## config.mk

```make
export PLATFORM = sky130hd
export DESIGN_NAME = parking_gate_sequencer
export DESIGN_NICKNAME = d
export VERILOG_FILES = /design/src/rtl/parking_pkg.sv /design/src/rtl/sensor_debouncer.sv /design/src/rtl/parking_gate_sequencer.sv
export SDC_FILE = /design/constraint.sdc
export NUM_CORES = 1
export LEC_CHECK = 0
export ABC_AREA = 1
export CORE_MARGIN = 3
export CORE_UTILIZATION = 25
export DETAILED_ROUTE_END_ITERATION = 8
export PLACE_DENSITY = 0.5
export SLEW_MARGIN = 25
export SYNTH_ARGS = -nofsm -noshare
export SYNTH_HDL_FRONTEND = slang
export SYNTH_SLANG_ARGS = --single-unit
```

## constraint.sdc

```tcl
create_clock -name clk -period 1.8 [get_ports clk]
set_input_delay 0.18 -clock clk [delete_from_list [all_inputs] [get_ports clk]]
set_output_delay 0.18 -clock clk [all_outputs]
set_load 0.1 [all_outputs]
```

## src/rtl/parking_pkg.sv

```systemverilog
// Shared definitions for the parking gate sequencer: arbiter state encoding,
// spot count and the exit-location width.
package parking_pkg;

  localparam int NUM_SPOTS = 4;
  localparam int LOC_W     = 2;

  typedef enum logic [2:0] {
    ST_IDLE        = 3'd0,
    ST_ISSUE_EXIT  = 3'd1,
    ST_ISSUE_ENTER = 3'd2,
    ST_WAIT_DOOR   = 3'd3,
    ST_COOLDOWN    = 3'd4
  } arb_state_e;

  function automatic logic [LOC_W-1:0] lowest_pending(input logic [NUM_SPOTS-1:0] req);
    logic [LOC_W-1:0] idx;
    idx = '0;
    for (int i = NUM_SPOTS - 1; i >= 0; i--) begin
      if (req[i]) idx = LOC_W'(i);
    end
    return idx;
  endfunction

endpackage

```

## src/rtl/sensor_debouncer.sv

```systemverilog
// Two-flop synchroniser followed by a counting debouncer; emits a registered
// one-cycle pulse on each rising edge of the debounced level.
module sensor_debouncer #(
  parameter int DEBOUNCE_CYCLES = 4
) (
  input  logic clk,
  input  logic reset,
  input  logic raw,
  output logic level,
  output logic rise
);

  localparam int CNT_W = (DEBOUNCE_CYCLES > 2) ? $clog2(DEBOUNCE_CYCLES) : 1;
  localparam logic [CNT_W-1:0] CNT_LAST = CNT_W'(DEBOUNCE_CYCLES - 1);

  logic             sync1_q, sync2_q;
  logic             level_q, level_d;
  logic             level_prev_q;
  logic             rise_q, rise_d;
  logic [CNT_W-1:0] cnt_q, cnt_d;

  always_comb begin
    level_d = level_q;
    cnt_d   = cnt_q;
    if (sync2_q == level_q) begin
      cnt_d = '0;
    end else if (cnt_q == CNT_LAST) begin
      level_d = sync2_q;
      cnt_d   = '0;
    end else begin
      cnt_d = cnt_q + 1'b1;
    end
    rise_d = level_q & ~level_prev_q;
  end

  always_ff @(posedge clk or posedge reset) begin
    if (reset) begin
      sync1_q      <= 1'b0;
      sync2_q      <= 1'b0;
      level_q      <= 1'b0;
      level_prev_q <= 1'b0;
      rise_q       <= 1'b0;
      cnt_q        <= '0;
    end else begin
      sync1_q      <= raw;
      sync2_q      <= sync1_q;
      level_q      <= level_d;
      level_prev_q <= level_q;
      rise_q       <= rise_d;
      cnt_q        <= cnt_d;
    end
  end

  assign level = level_q;
  assign rise  = rise_q;

endmodule

```

## src/rtl/parking_gate_sequencer.sv

```systemverilog
// Debounces the entry and per-spot exit sensors, queues requests and feeds
// them one at a time to the parking FSM, waiting for its door acknowledge.
module parking_gate_sequencer
  import parking_pkg::*;
#(
  parameter int DEBOUNCE_CYCLES = 4,
  parameter int DOOR_TIMEOUT    = 8
) (
  input  logic                 clk,
  input  logic                 reset,
  input  logic                 entrySensor,
  input  logic [NUM_SPOTS-1:0] exitSensor,
  input  logic                 doorOpen,
  input  logic                 isFull,
  output logic                 enter,
  output logic                 exit,
  output logic [LOC_W-1:0]     exitLocation,
  output logic                 rejected,
  output logic                 busy,
  output logic [NUM_SPOTS-1:0] pendingExits
);

  localparam int TMO_W = (DOOR_TIMEOUT > 2) ? $clog2(DOOR_TIMEOUT) : 1;
  localparam logic [TMO_W-1:0] TMO_LAST = TMO_W'(DOOR_TIMEOUT - 1);

  logic                 entry_level, entry_rise;
  logic [NUM_SPOTS-1:0] exit_level, exit_rise;

  sensor_debouncer #(.DEBOUNCE_CYCLES(DEBOUNCE_CYCLES)) u_entry_db (
    .clk   (clk),
    .reset (reset),
    .raw   (entrySensor),
    .level (entry_level),
    .rise  (entry_rise)
  );

  for (genvar i = 0; i < NUM_SPOTS; i++) begin : g_exit_db
    sensor_debouncer #(.DEBOUNCE_CYCLES(DEBOUNCE_CYCLES)) u_exit_db (
      .clk   (clk),
      .reset (reset),
      .raw   (exitSensor[i]),
      .level (exit_level[i]),
      .rise  (exit_rise[i])
    );
  end

  arb_state_e           state_q;
  logic                 enter_q, exit_q, rejected_q;
  logic [LOC_W-1:0]     loc_q;
  logic [LOC_W-1:0]     svc_idx_q;
  logic                 svc_entry_q;
  logic [TMO_W-1:0]     tmo_q;

  logic                 entry_pending_q, entry_pending_d;
  logic [NUM_SPOTS-1:0] pending_exits_q, pending_exits_d;
  logic [NUM_SPOTS-1:0] exit_set, exit_clr;
  logic                 entry_set, entry_clr;
  logic                 reject_now;

  // Set terms are OR-ed in after the clears so a fresh edge during service survives.
  always_comb begin
    exit_set   = exit_rise & exit_level;
    entry_set  = entry_rise & entry_level;
    exit_clr   = '0;
    entry_clr  = 1'b0;
    reject_now = (state_q == ST_IDLE) && (pending_exits_q == '0) &&
                 entry_pending_q && isFull;
    if (state_q == ST_WAIT_DOOR && doorOpen) begin
      if (svc_entry_q) entry_clr = 1'b1;
      else             exit_clr[svc_idx_q] = 1'b1;
    end
    if (reject_now) entry_clr = 1'b1;
    pending_exits_d = (pending_exits_q & ~exit_clr) | exit_set;
    entry_pending_d = (entry_pending_q & ~entry_clr) | entry_set;
  end

  always_ff @(posedge clk or posedge reset) begin
    if (reset) begin
      pending_exits_q <= '0;
      entry_pending_q <= 1'b0;
    end else begin
      pending_exits_q <= pending_exits_d;
      entry_pending_q <= entry_pending_d;
    end
  end

  always_ff @(posedge clk or posedge reset) begin
    if (reset) begin
      state_q     <= ST_IDLE;
      enter_q     <= 1'b0;
      exit_q      <= 1'b0;
      rejected_q  <= 1'b0;
      loc_q       <= '0;
      svc_idx_q   <= '0;
      svc_entry_q <= 1'b0;
      tmo_q       <= '0;
    end else begin
      enter_q    <= 1'b0;
      exit_q     <= 1'b0;
      rejected_q <= 1'b0;
      case (state_q)
        ST_IDLE: begin
          if (pending_exits_q != '0) begin
            state_q     <= ST_ISSUE_EXIT;
            exit_q      <= 1'b1;
            loc_q       <= lowest_pending(pending_exits_q);
            svc_idx_q   <= lowest_pending(pending_exits_q);
            svc_entry_q <= 1'b0;
          end else if (reject_now) begin
            rejected_q <= 1'b1;
          end else if (entry_pending_q) begin
            state_q     <= ST_ISSUE_ENTER;
            enter_q     <= 1'b1;
            svc_entry_q <= 1'b1;
          end
        end
        ST_ISSUE_EXIT, ST_ISSUE_ENTER: begin
          state_q <= ST_WAIT_DOOR;
          tmo_q   <= '0;
        end
        ST_WAIT_DOOR: begin
          if (doorOpen || tmo_q == TMO_LAST) begin
            state_q <= ST_COOLDOWN;
          end else begin
            tmo_q <= tmo_q + 1'b1;
          end
        end
        ST_COOLDOWN: begin
          state_q <= ST_IDLE;
        end
        default: begin
          state_q <= ST_IDLE;
        end
      endcase
    end
  end

  assign enter        = enter_q;
  assign exit         = exit_q;
  assign exitLocation = loc_q;
  assign rejected     = rejected_q;
  assign busy         = (state_q != ST_IDLE);
  assign pendingExits = pending_exits_q;

endmodule

```

# Word-level counts from Yosys, hierarchy flattened

Cells that the tools add are included.

Input bits: 9
Logic and storage cells: 151
Register bits: 52
Output and inout bits: 10

$add $sub $neg: 6
Reduce and logical (&&, ||, !) cells: 22
Eq/ne operators: 19
Bitwise gates (word level): 23
Multiplexer cells: 40
Order comparisons: 2

Operator list:

| kind                  | number |
|---|---|
| $mux W2               | 14 |
| $mux W1               | 16 |
| $mux W3               | 5 |
| $reduce_and A2 Y1     | 7 |
| $not A1 Y1            | 11 |
| $add A2 B1 Y2 const B | 5 |
| $eq A2 B2 Y1 const B  | 5 |
| $pmux W3 S3           | 1 |
| $and A4 B4 Y4         | 2 |
| $mux W4               | 2 |
| $and A1 B1 Y1         | 7 |
| $eq A3 B2 Y1 const B  | 2 |
| $ne A3 B2 Y1 const B  | 2 |
| $pmux W3 S2           | 1 |
| $reduce_and A3 Y1     | 2 |
| $eq A1 B1 Y1          | 5 |
| $logic_and A1 B1 Y1   | 5 |
| $logic_not A4 Y1      | 1 |
| $ne A2 B1 Y1 const B  | 2 |
| $not A4 Y4            | 1 |
| $or A4 B4 Y4          | 1 |
| $reduce_bool A2 Y1    | 2 |
| $reduce_bool A4 Y1    | 1 |
| $add A3 B1 Y3 const B | 1 |
| other kinds (11)      | 11 |

# Depth between registers and ports, before layout

Word-level depth: 9
Mapped depth: 7
Gate-level depth less buffers: 7

# Cells and area by module

From an unflattened synthesis, not the netlist that was laid out.

Cells, all modules: 207
Area, all modules: 2042.0 sq um

By module, submodules not included:

| module                 | cells an instance | times used | area each (sq um) | sequential area each (sq um) |
|---|---|---|---|---|
| sensor_debouncer       | 21                | 5          | 240.2             | 175.2 |
| parking_gate_sequencer | 102               | 1          | 840.8             | 425.4 |

# Worst setup path after synthesis

OpenSTA, ideal clock, no wires.

Kind: register to register
Start: register pending_exits_q[0], in the netlist pendingExits[0]
End: register svc_idx_q[0]
Setup slack: 0.209 ns
Data required time: 1.675 ns
Stages on the path, launching flop included: 6
Arrival time: 1.466 ns
Setup time: 0.125 ns
Period minus slack after synthesis: 1.591 ns
Path buffers: 0
Cell sequence: dfrtp_1 nor2_1 nand2_1 nand2_1 nand2_1 o21ai_1

Longest elaborated chain between the ends: 2

Ends and longest elaborated chain:

| item                               | line                          | text |
|---|---|---|
| start, declared                    | parking_gate_sequencer.sv:55  | `logic [NUM_SPOTS-1:0] pending_exits_q, pending_exits_d;` |
| start signal, assigned             | parking_gate_sequencer.sv:82  | `pending_exits_q <= pending_exits_d;` |
| $reduce_bool A4 Y1                 | parking_gate_sequencer.sv:103 | `if (pending_exits_q != '0) begin` |
| $reduce_and A2 Y1 (no source line) | n/a                           |  |
| end signal, assigned               | parking_gate_sequencer.sv:107 | `svc_idx_q <= lowest_pending(pending_exits_q);` |
| end, declared                      | parking_gate_sequencer.sv:50  | `logic [LOC_W-1:0] svc_idx_q;` |

Parallel ways exist; a longest one is shown, timed or not.
A chain may end at the register's enable or synchronous reset.

# Final worst setup path

Start: register state_q[0]
End: output busy

Longest elaborated chain between the ends: 1

Ends and longest elaborated chain:

| item                   | line                          | text |
|---|---|---|
| start, declared        | parking_gate_sequencer.sv:47  | `arb_state_e state_q;` |
| start signal, assigned | parking_gate_sequencer.sv:89  | `state_q <= ST_IDLE;` |
| start signal, assigned | parking_gate_sequencer.sv:104 | `state_q <= ST_ISSUE_EXIT;` |
| start signal, assigned | parking_gate_sequencer.sv:112 | `state_q <= ST_ISSUE_ENTER;` |
| $reduce_bool A3 Y1     | parking_gate_sequencer.sv:142 | `assign busy = (state_q != ST_IDLE);` |
| end, declared          | parking_gate_sequencer.sv:19  | `output logic busy,` |

Every way passes these cells.

==> metrics.cfg <==
[sta]
slew_violations=0
worstMarginPinSlew_ns=0.2779
min_period_ns=1.415
whs_ns=0.2283
fin_skew_ns=0.007261
fin_ws_ns=0.3845
maxSlewHeadroom=0.8148
fin_tns_setup_ns=0
fmax_mhz=706.5
rsz0062_at_grt=no
fin_crit_sh=0.7864
setup_viol=0
finalHoldViolCount=0

[layout]
fin_nets=225
drive_gt1_frac=0.1244
area_growth_pct=20.04
n_antenna_cell=0
multiInputGateArea_um2=558.0
seq_area_um2=1301
finalInstanceArea_um2=2354
nFillCells=797

[power_and_ir_drop]
vdd.ir_drop.worst_mv=0.4113
power_density_nw_per_um2=1691
seq_power_share=0.451
finalPower_mw=3.979
pwr-share-comb=0.392
clockPowerShare=0.157
power_switching_mw=1.724
leakage_nw=1.183
p_sw_frac=0.4333
p_int_mw=2.255

[setup_path]
path_depth=3
cp_slowest_cell=dfrtp_1
cp_slowest_stage_delay_ns=0.43
cp_top_family=flip-flops
worstPathRequired_ns=1.62
cp.arrival_ns=1.24
cp_num_buf_inv=1
setup.worst_path.end_class=output pin
reg2regPathDepth=7
path_cells=nor2_1 > nand2_2 > buf_12
crit_type=register to output pin
start_kind=register
path_max_fanout=5

[grt]
grt_max_degree=53
grt_pass1_wl_um=5789
antenna_found_initial=0
grt_pass1_vias=1257
grt_overflow_total=0
track_usage=0.08301

[synthesis]
yosys_warnings=0
ys_dominant_reg_cell=dfrtp_1
async_reset_ff_frac=1.000
syn_area_um2=1961
synth_area_leader_cell=dfrtp_1
synth.net_count=199
yosysMostFrequentCell=dfrtp_1
synthCells=183
synth_area_leaders=dfrtp_1 66%, nand2_1 5.9%, inv_1 5.2%, ha_1 4.5%, nor2_1 3.8%
synth_top_area_frac=0.6637
synthTopCellsByCount=52 x dfrtp_1, 31 x nand2_1, 27 x inv_1
ys_seq_area_frac=0.6637
synth_edf_count=0
avgSynthCellArea_um2=10.71
ys_ff_latch=52
yosysUniqueCellTypes=19

[floorplan]
fp.dieH_um=94.56
io_pins=19
start_util=0.2633
core_area_um2=7447
core.rowCount=31
die-area_um2=8942
die_w_um=94.56

[routing]
met1Wirelength_um=1440
vias=1211
avgRoutedWirePerCell_um=9.870
drc=0
avgViaCountPerCell=3.932
wl_met3_um=135
routed.top_layer=met4
ant_nets=0
drtIter0Drc=92
dr.pass1.iters=4
wl_met2_um=1416
routed_wl_um=3040

[clock_tree]
clock_sinks=52
cts_made_buffers=5
clkLatencyLatePin_ns=0.30
cts_hold_buffers=0
postCtsSetupRepairBufs=0
cts-resized-gates=0
htree_num_levels=2
ctsRootBufferMaster=clkbuf_8
clk_pin_slew_ns=0.09
clk_path_buf_depth=2
cts_tree=built

[min_path]
hold_path.class=input pin to async pin

[run]
maxCapViolCount=0

[placement]
dp_hpwl_um=2150
gp_congestion=0.7657
place_ws_ns=0.4753
port_buffers=18
post_dp_cell_area_um2=2272

[outcome]
status=finished clean

registers in the layout, indices dropped and copies added (netlist names):
| register | flops |
|---|---|
| g_exit_db.u_exit_db.cnt_q | 8 |
| g_exit_db.u_exit_db.level | 4 |
| g_exit_db.u_exit_db.level_prev_q | 4 |
| g_exit_db.u_exit_db.rise | 4 |
| g_exit_db.u_exit_db.sync1_q | 4 |
| g_exit_db.u_exit_db.sync2_q | 4 |
| pendingExits | 4 |
| state_q | 3 |
| tmo_q | 3 |
| svc_idx_q | 2 |
| u_entry_db.cnt_q | 2 |
| enter | 1 |
| entry_pending_q | 1 |
| exit | 1 |
| rejected | 1 |
| svc_entry_q | 1 |
| u_entry_db.level | 1 |
| u_entry_db.level_prev_q | 1 |
| u_entry_db.rise | 1 |
| u_entry_db.sync1_q | 1 |
| u_entry_db.sync2_q | 1 |
power groups by stage:
stage / Combinational [mW] / Sequential, mW / Clock (mW)
after floorplan: 0.742 / 2.27 / 0
after global placement: 1.57 / 1.82 / 0
after detailed placement: 1.59 / 1.82 / 0
after CTS: 1.59 / 1.80 / 0.655
after global routing: 1.75 / 1.86 / 0.701
final: 1.56 / 1.80 / 0.624
kinds of logic after synthesis:
| group | synth area share |
|---|---|
| compound gates | 0.04404 |
| xor+xnor | 0.02233 |
| fa+ha+maj | 0.04467 |
| buf+inv | 0.05169 |
| flops | 0.6637 |
| simple gates | 0.1736 |
routing by layer:
| layer | GRT usage | vias up |
|---|---|---|
| met2 | 0.1312 | 18 |
| met3 | 0.02709 | 7 |
| met4 | 0.03245 | 0 |
| met1 | 0.1054 | 568 |
| met5 | 0 | - |
| li1 | - | 618 |
worst reg2reg max path: stages, from the launching register on:
cell,delay (ns)
dfrtp_1,0.41
ha_1,0.21
ha_1,0.17
nor2_1,0.16
nand2_4,0.10
nand2_2,0.10
nand3_1,0.07
nand2_1,0.06
path summary, 6_finish.rpt:
| path | start | endpoint | slack [ns] |
|---|---|---|---|
| setup / recovery | state_q[0] | busy | 0.38 |
| hold / removal | reset | g_exit_db[3].u_exit_db.cnt_q[0] | 0.23 |
| setup reg to reg | tmo_q[0] | tmo_q[1] | 0.47 |
| hold reg to reg | g_exit_db[3].u_exit_db.sync1_q | g_exit_db[3].u_exit_db.sync2_q | 0.35 |
| max in group asynchronous | reset | state_q[0] | 1.33 |
| min in group clk | exitSensor[2] | g_exit_db[2].u_exit_db.sync1_q | 0.31 |
placed cells by master (no fill, tap or decap):
master           netlist  final
o21ai_1                2      2
clkdlybuf4s50_1        0      8
nand2_4                1      1
nor2_1                20     20
a21oi_2                1      1
inv_1                 27     26
buf_12                 0      2
clkbuf_8               0      5
buf_4                  0      9
nand3_2                1      1
clkinvlp_4             0      1
a21oi_1                2      2
nand2_1               31     31
clkinv_2               0      1
nand3b_1               1      1
dfrtp_1               52     52
xnor2_1                5      5
o21ai_0               10     10
nor3_1                 6      6
inv_2                  0      1
nor2_4                 1      1
nor2_2                 1      1
nand3_1               12     12
nand2_2                2      2
o21a_1                 1      1
ha_1                   7      7
layout make-up:
type	count	share of cell area
well taps	99	0.05263
repair buffers	19	0.07974
clock buffers	5	0.02924
flip-flops and latches	52	0.5529
multi-input cells	104	0.2371
clock inverters	2	0.005316
inverters	27	0.04306
per-stage QoR:
stage,cells,util
floorplan,183,-
global placement,301,0.3051
detailed placement,301,0.3051
CTS,308,0.3160
global route,308,0.3160
finish,308,0.3160
No activity file was read; power rests on OpenSTA's default activity.
